[config.mk]
export PLATFORM = sky130hd
export DESIGN_NAME = axi_rd_arbiter
export DESIGN_NICKNAME = d
export VERILOG_FILES = /design/src/rtl/axi_pkg.sv /design/src/rtl/rd_arb_grant.sv /design/src/rtl/axi_rd_arbiter.sv
export SDC_FILE = /design/constraint.sdc
export NUM_CORES = 1
export LEC_CHECK = 0
export ABC_AREA = 1
export BUFFER_PORTS_ARGS = -buffer_cell sky130_fd_sc_hd__buf_2
export CAP_MARGIN = 20
export CELL_PAD_IN_SITES_DETAIL_PLACEMENT = 1
export CELL_PAD_IN_SITES_GLOBAL_PLACEMENT = 1
export CORE_MARGIN = 2
export CORE_UTILIZATION = 28
export CTS_BUF_LIST = sky130_fd_sc_hd__clkbuf_4 sky130_fd_sc_hd__clkbuf_8 sky130_fd_sc_hd__clkbuf_16
export CTS_CLUSTER_SIZE = 10
export DETAILED_ROUTE_END_ITERATION = 10
export GPL_TIMING_DRIVEN = 0
export HOLD_SLACK_MARGIN = 0.03
export PLACE_DENSITY = 0.95
export SYNTH_ARGS = -nofsm -noshare
export SYNTH_HDL_FRONTEND = slang
export SYNTH_SLANG_ARGS = --single-unit
export TNS_END_PERCENT = 20
[constraint.sdc]
create_clock -name aclk -period 3.39 [get_ports aclk]
set_input_delay 0 -clock aclk [delete_from_list [all_inputs] [get_ports aclk]]
set_output_delay 0 -clock aclk [all_outputs]
set_load 0.01 [all_outputs]
[src/rtl/axi_pkg.sv]
// axi_pkg: shared state encoding and AXI read constants for the read arbiter
package axi_pkg;
  typedef enum logic [1:0] {ST_IDLE, ST_AR, ST_R} state_e;
  localparam logic [2:0] RD_TYPE_LINE   = 3'b100;
  localparam logic [1:0] AXI_BURST_INCR = 2'b01;
  localparam logic [2:0] AXI_SIZE_WORD  = 3'b010;
  localparam logic [3:0] ID_I_DEF       = 4'd0;
  localparam logic [3:0] ID_D_DEF       = 4'd1;
endpackage

[src/rtl/rd_arb_grant.sv]
// rd_arb_grant: 2-requester one-hot grant (bit1 dcache); RD_ARB_RR_EN selects round-robin, else dcache fixed priority
module rd_arb_grant (
`ifdef RD_ARB_RR_EN
  input  logic       aclk,
  input  logic       aresetn,
  input  logic       take,
`endif
  input  logic [1:0] req,
  output logic [1:0] gnt
);
`ifdef RD_ARB_RR_EN
  logic last_d_q, last_d_d;
  always_ff @(posedge aclk or negedge aresetn)
    if (!aresetn) last_d_q <= 1'b0;
    else last_d_q <= last_d_d;
  always_comb begin
    gnt      = (&req) ? (last_d_q ? 2'b01 : 2'b10) : req;
    last_d_d = (take && |req) ? gnt[1] : last_d_q;
  end
`else
  assign gnt = req[1] ? 2'b10 : req;
`endif
endmodule

[src/rtl/axi_rd_arbiter.sv]
// axi_rd_arbiter: shares one AXI AR/R channel between icache and dcache refills; RD_ARB_RR_EN enables round-robin grant
module axi_rd_arbiter
  import axi_pkg::*;
#(
  parameter int          ADDR_W    = 32,
  parameter int          BURST_LEN = 4,
  parameter logic [3:0]  ID_I      = ID_I_DEF,
  parameter logic [3:0]  ID_D      = ID_D_DEF
) (
  input  logic              aclk,
  input  logic              aresetn,
  input  logic              i_rd_req,
  input  logic [2:0]        i_rd_type,
  input  logic [ADDR_W-1:0] i_rd_addr,
  output logic              i_rd_rdy,
  output logic              i_ret_valid,
  output logic              i_ret_last,
  output logic [31:0]       i_ret_data,
  input  logic              d_rd_req,
  input  logic [2:0]        d_rd_type,
  input  logic [ADDR_W-1:0] d_rd_addr,
  output logic              d_rd_rdy,
  output logic              d_ret_valid,
  output logic              d_ret_last,
  output logic [31:0]       d_ret_data,
  output logic [3:0]        arid,
  output logic [ADDR_W-1:0] araddr,
  output logic [7:0]        arlen,
  output logic [2:0]        arsize,
  output logic [1:0]        arburst,
  output logic              arvalid,
  input  logic              arready,
  input  logic [3:0]        rid,
  input  logic [31:0]       rdata,
  input  logic [1:0]        rresp,
  input  logic              rlast,
  input  logic              rvalid,
  output logic              rready,
  output logic              rd_err
);
  localparam logic [ADDR_W-1:0] LINE_MASK = ADDR_W'(BURST_LEN * 4 - 1);
  state_e              state_q, state_d;
  logic [3:0]          id_q, id_d, cnt_q, cnt_d;
  logic [ADDR_W-1:0]   addr_q, addr_d, sel_addr;
  logic [7:0]          len_q, len_d;
  logic [2:0]          size_q, size_d, sel_type;
  logic                own_d_q, own_d_d, err_q, err_d, hit, is_line;
  logic [1:0]          gnt;
  logic                unused;
  rd_arb_grant u_grant (
`ifdef RD_ARB_RR_EN
    .aclk    (aclk),
    .aresetn (aresetn),
    .take    (state_q == ST_IDLE),
`endif
    .req     ({d_rd_req, i_rd_req}),
    .gnt     (gnt)
  );
  always_ff @(posedge aclk or negedge aresetn)
    if (!aresetn) begin
      state_q <= ST_IDLE;
      id_q    <= ID_I;
      addr_q  <= '0;
      len_q   <= '0;
      size_q  <= '0;
      cnt_q   <= '0;
      own_d_q <= 1'b0;
      err_q   <= 1'b0;
    end else begin
      state_q <= state_d;
      id_q    <= id_d;
      addr_q  <= addr_d;
      len_q   <= len_d;
      size_q  <= size_d;
      cnt_q   <= cnt_d;
      own_d_q <= own_d_d;
      err_q   <= err_d;
    end
  always_comb begin
    sel_type = gnt[1] ? d_rd_type : i_rd_type;
    sel_addr = gnt[1] ? d_rd_addr : i_rd_addr;
    is_line  = sel_type == RD_TYPE_LINE;
    hit      = state_q == ST_R && rvalid && rid == id_q;
    state_d  = state_q;
    id_d     = id_q;
    addr_d   = addr_q;
    len_d    = len_q;
    size_d   = size_q;
    cnt_d    = cnt_q;
    own_d_d  = own_d_q;
    err_d    = err_q;
    if (state_q == ST_IDLE && |gnt) begin
      state_d = ST_AR;
      own_d_d = gnt[1];
      id_d    = gnt[1] ? ID_D : ID_I;
      addr_d  = is_line ? sel_addr & ~LINE_MASK : sel_addr;
      len_d   = is_line ? 8'(BURST_LEN - 1) : 8'd0;
      size_d  = is_line ? AXI_SIZE_WORD : {1'b0, sel_type[1:0]};
    end
    if (state_q == ST_AR && arready) begin
      state_d = ST_R;
      cnt_d   = '0;
    end
    // beat count is checked against arlen at rlast; mismatching IDs are dropped but flagged
    if (state_q == ST_R && rvalid) begin
      cnt_d   = hit ? cnt_q + 4'd1 : cnt_q;
      err_d   = err_q | !hit | (rlast && hit && cnt_q != len_q[3:0]);
      state_d = (hit && rlast) ? ST_IDLE : ST_R;
    end
  end
  assign arvalid     = state_q == ST_AR;
  assign rready      = state_q == ST_R;
  assign arid        = id_q;
  assign araddr      = addr_q;
  assign arlen       = len_q;
  assign arsize      = size_q;
  assign arburst     = AXI_BURST_INCR;
  assign i_rd_rdy    = arvalid & arready & !own_d_q;
  assign d_rd_rdy    = arvalid & arready & own_d_q;
  assign i_ret_valid = hit & !own_d_q;
  assign d_ret_valid = hit & own_d_q;
  assign i_ret_last  = hit & !own_d_q & rlast;
  assign d_ret_last  = hit & own_d_q & rlast;
  assign i_ret_data  = rdata;
  assign d_ret_data  = rdata;
  assign rd_err      = err_q;
  assign unused      = ^rresp;
endmodule

# [Yosys cells after proc, flatten, opt, wreduce, memory -nomap -nowiden]
# Index checks and enable logic that the tools add are counted.
[totals] out_inout_bits=122 word_cells=51 in_bits=115 regBits=55
[classes] n_eq_ne=6 n_bitwise=9 mux=14 n_addsub=1 n_reduce_logical=13
[op_table] op="two-way mux 32 bit" count=1
[op_table] op="two-way mux 4 bit" count=4
[op_table] op="two-way mux 2 bit" count=7
[op_table] op="bitwise AND 1 bit" count=7
[op_table] op="logical AND 1 bit" count=6
[op_table] op="adder 4 x 1 -> 4 bit, second input constant" count=1
[op_table] op="== test 4 bit" count=1
[op_table] op="inequality test 4 bit" count=1
[op_table] op="== test 3 bit, second input constant" count=1
[op_table] op="two-way mux 3 bit" count=1
[op_table] op="nonzero test 3 bit" count=1
[op_table] op="== test 2 x 1 -> 1 bit, second input constant" count=1
[op_table] op="== test 2 bit, second input constant" count=1
[op_table] op="logical NOT 1 bit" count=2
[op_table] op="logical NOT 2 bit" count=1
[op_table] op="inequality test 2 bit, second input constant" count=1
[op_table] op="bitwise OR 1 bit" count=2
[op_table] op="AND reduction 2 bit" count=1
[op_table] op="nonzero test 2 bit" count=1
[op_table] op="OR reduction 2 bit" count=1
[op_table] op="two-way mux 1 bit" count=1

# [Depth between registers and ports, before layout]
[logic_depth] word_depth=6 ltp_mapped=8 ltp_nobuf=7

# [Modules after synthesis]
# Synthesis repeated with hierarchy kept, for this count alone.
[unflattened] cells_unflattened=357 hier_area_um2=2765.2
[by_module_without_submodules] mod="axi_rd_arbiter" area_per_inst_um2=2747.6 cells_each=354 instances=1
[by_module_without_submodules] mod="rd_arb_grant" area_per_inst_um2=17.5 cells_each=3 instances=1

# [Worst setup path after synthesis]
# Ideal clock, no wire load.
[synth_timing] kind="register to register" start="reg state_q[1]" end="reg addr_q[11], in the netlist araddr[11]" path_stages_with_launch=7 synth_period_minus_slack_ns=1.293 setup_ns=0.130 required_ns=3.260 arrival_ns=1.162 slack_ns=2.097 path_cell_list="dfrtp_1 nor3_4 inv_2 buf_6 buf_6 nand2_1 o21ai_1"
[synth_via] elab_chain_len=2
[synth_lines] element="from (decl)" line="axi_rd_arbiter.sv:42" text="state_e state_q, state_d;"
[synth_lines] element="from (signal assigned)" line="axi_rd_arbiter.sv:70" text="state_q <= state_d;"
[synth_lines] element="logical NOT 2 bit" line="axi_rd_arbiter.sv:92" text="if (state_q == ST_IDLE && |gnt) begin"
[synth_lines] element="logical AND 1 bit" line="axi_rd_arbiter.sv:92"
[synth_lines] element="to (signal assigned)" line="axi_rd_arbiter.sv:72" text="addr_q <= addr_d;"
[synth_lines] element="to (decl)" line="axi_rd_arbiter.sv:44" text="logic [ADDR_W-1:0] addr_q, addr_d, sel_addr;"
# Every way passes these cells.
# A chain may end at the register's enable or synchronous reset.

# [Final worst setup path]
[layout_timing] start="reg state_q[0]" end="out i_ret_valid"
[layout_via] elab_chain_len=4
[layout_lines] element="== test 2 bit" line="axi_rd_arbiter.sv:83" text="hit = state_q == ST_R && rvalid && rid == id_q;"
[layout_lines] element="logical AND 1 bit (2 in series)" line="axi_rd_arbiter.sv:83"
[layout_lines] element="bitwise AND 1 bit" line="axi_rd_arbiter.sv:120" text="assign i_ret_valid = hit & !own_d_q;"
[layout_lines] element="to (decl)" line="axi_rd_arbiter.sv:16" text="output logic i_ret_valid,"
# Every way passes these cells.

==> metrics.txt <==
first-pass GRT wire length 15.5 mm; Starting Density 28.8%; Pleak 2.60 nW; worst r2r src state_q[0]$_DFFE_PN0P_; clock root buffer clkbuf_8; Net Sw Frac about two fifths; Resize count post-CTS 0; cell depth of the worst setup path 6; part of the power in the clock network 16.5%; global route total overflow 0; Die Area ~11000 µm²; Num CTS Buffers 5; all-layer global routing usage 17.0%; final hold slack 0.0345 ns; Reg-to-Reg End cnt_q[2]$_DFFE_PN0P_; Antenna Nets Post-Route 0; Pwr per Cell Area 575 nW/µm²; Worst Hold Depth 3; CP Data Arrival Time around 1.8 ns; Relative slew margins 66.1%; Layout Nets ~720; Max Freq between 500 and 600 MHz; area grow syn2layout 49.4%; combinational share of power 48.2%; Mapped Area 2960 µm²; period utilization 54.1%; dpl ws 1.87 ns; area leader, netlist dfrtp_1; crit path launch state_q[0]$_DFFE_PN0P_; CP delay by family, top simple AND/OR/NAND/NOR gates; Clk Latency, worst-skew pair 0.30 ns; Hold Vio Cnt, Final 0; Design Power ~0.0025 W; slowest CP cell dfrtp_1; CP endpoint kind primary output; PortBufs between 150 and 200; Yosys warning count 0; DR vias/cell between 4 and 5; Seq/Total Area, Yosys 36.4%; RSZ-0062 raised after global routing false; DR vias 3122; DR iter-0 viols 68; number of global-route vias before repair 3357; Final HPWL DP between 7 and 8 mm; share of Yosys cell area claimed by the top area cell type 36.4%; reg-to-reg slack, setup 1.82 ns; Mapped Avg Cell Area 7.72 µm²; Post-Route Skew 0.0121 ns; synth top area cells dfrtp_1 36%, buf_4 20%, nand2_1 10%, o21ai_0 6.6%, inv_1 5.8%; # setup viols final 0; TritonCTS clock tree yes; pin count of the biggest net entering global routing 44; Synth cell types 24; Crit path buffers/inverters 2; Worst Setup EP i_ret_valid; # diodes 0; CORE AREA a little over 10000 µm²; Worst Slack Setup Final approximately 1.6 ns; crit-path most repeated cell nor2_1; Die W 107 µm; Reg power frac 35.3%; drt wl/cell 13.6 µm; critical path class flop to primary output; design internal power 0.00153 W; worst-path maximum fanout 8; Final Util 43.0%; setup TNS 0 ns; Rows 37; slew at the pin closest to its max-slew limit about 0.51 ns; sinks on the clock net 43; WP data required 3.39 ns; final max-slew violation count 0; Worst path max stage delay 0.41 ns; Detailed Route WL 10.1 mm; Post-Syn Instances 383; crit-path cells inv_1 > nand2_1 > nor2_1 > nand3_2 > nor2_1 > buf_2; Filler cells ~1300; max cap viols 0; r2r worst-path depth 7; first-pass iteration count of the detailed router 4; Final GP Congestion 0.753; HP Class primary input to flop; clk slew on worst S/H paths roughly 0.090 ns; maximum vdd drop 0.258 mV; I/O pin count 237; DR DRC count 0; Die Y 107 µm; initial antenna violation count 0; ratio of cells with drive above 1 in the final layout roughly 53%; post-synthesis register bit count 43; status complete, no violations; htree depth 2; setup bufs post-CTS 0; clock period minus worst slack 1.83 ns; clk buf depth 2; CP Launch Type flop; Psw 0.00101 W
-- final cells by class --
class | count | area [µm²] | share of cell area, %
clock buffer | 6 | 82.6 | 1.87
inverter | 47 | 176 | 3.99
buffer | 94 | 703 | 15.9
timing repair buffer | 207 | 1140 | 25.7
tap | 136 | 170 | 3.85
sequential | 43 | 1080 | 24.4
clock inverter | 2 | 35.0 | 0.793
multi-input combinational | 209 | 1040 | 23.5
-- power by group through the flow --
| stage | clock network (W) | registers [W] | logic, W |
|---|---|---|---|
| final | 0.000419 | 0.000895 | 0.00122 |
| after global routing | 0.000457 | 0.000922 | 0.00135 |
| after CTS | 0.000431 | 0.000896 | 0.00124 |
| after detailed placement | 0 | 0.000905 | 0.00122 |
| after global placement | 0 | 0.000885 | 0.00117 |
| after floorplan | 0 | 0.000983 | 0.000641 |
-- how the worst min path moves through the flow --
stage | start | end
after global routing | i_rd_addr[13] | araddr[13]$_DFFE_PN0P_
after detailed placement | rdata[28] | d_ret_data[28]
after global placement | rdata[15] | i_ret_data[15]
final | i_rd_addr[27] | araddr[27]$_DFFE_PN0P_
after CTS | i_rd_addr[29] | araddr[29]$_DFFE_PN0P_
after floorplan | aresetn | araddr[0]$_DFFE_PN0P_
-- cells by family after synthesis --
group / count (synthesis) / synth area share (%)
buf+inv: 141 / 29.8
compound gates: 70 / 14.4
xor+xnor: 4 / 1.19
other cells: 2 / 0.254
flops: 43 / 36.4
simple gates: 122 / 17.6
fa+ha+maj: 1 / 0.423
-- cells in the mapped netlist (all sizes together) --
cell type,instances
buf,89
inv,47
nor2,15
a31oi,1
o21ai,68
nor3,1
dfrtp,43
or2,1
xor2,2
conb,2
nand3,14
nand2,91
clkbuf,5
o31ai,1
ha,1
xnor2,2
-- per-stage QoR --
stage / std cells / area (µm²)
2_1_floorplan: 393 / 2990
3_3_place_gp: 718 / 4110
3_5_place_dp: 718 / 4110
4_1_cts: 742 / 4390
5_1_grt: 744 / 4420
6_report: 744 / 4420
-- worst register-to-register path, cell delays in order (launching register included) --
cell     delay (ns)
dfrtp_1        0.41
inv_1          0.11
nand2_1        0.08
nor2_1         0.39
nand3_2        0.25
nand2_1        0.16
nand2_1        0.07
nand2_1        0.06
-- sequential cells by signal (all words and copies together) (netlist names) --
| name | cells |
|---|---|
| arsize | 2 |
| state_q | 2 |
| rd_err | 1 |
| own_d_q | 1 |
| araddr | 32 |
| cnt_q | 4 |
| arlen | 1 |
-- repair_timing --
item / in CTS / in global routing
endpoints found under the hold margin: 58 / 1
endpoints found under the setup margin: 0 / 0
hold buffers: 16 / 1
-- cell usage in the layout (no fill, tap or decap), types with 2 or more instances in the layout --
master	n
xor2_1	2
xnor2_1	2
clkbuf_8	6
nand3_1	13
nand2_2	9
clkbuf_1	5
conb_1	12
dfrtp_1	43
o21ai_0	39
dlygate4sd3_1	17
nor2_1	14
buf_6	7
o21ai_2	19
nand2_1	82
buf_4	78
inv_1	46
buf_2	193
o21ai_1	10
-- metal layers --
| metal | routed length, µm | share of wire (%) | vias to the layer above | GRT usage, % |
|---|---|---|---|---|
| met4 | 181 | 1.8 | 0 | 5.10 |
| met5 | 0 | 0 | - | 0 |
| met2 | 5690 | 56 | 117 | 34.6 |
| met3 | 494 | 4.9 | 14 | 2.61 |
| met1 | 3750 | 37 | 1459 | 17.6 |
| li1 | - | - | 1532 | - |
(Power assumes the default switching activity.)
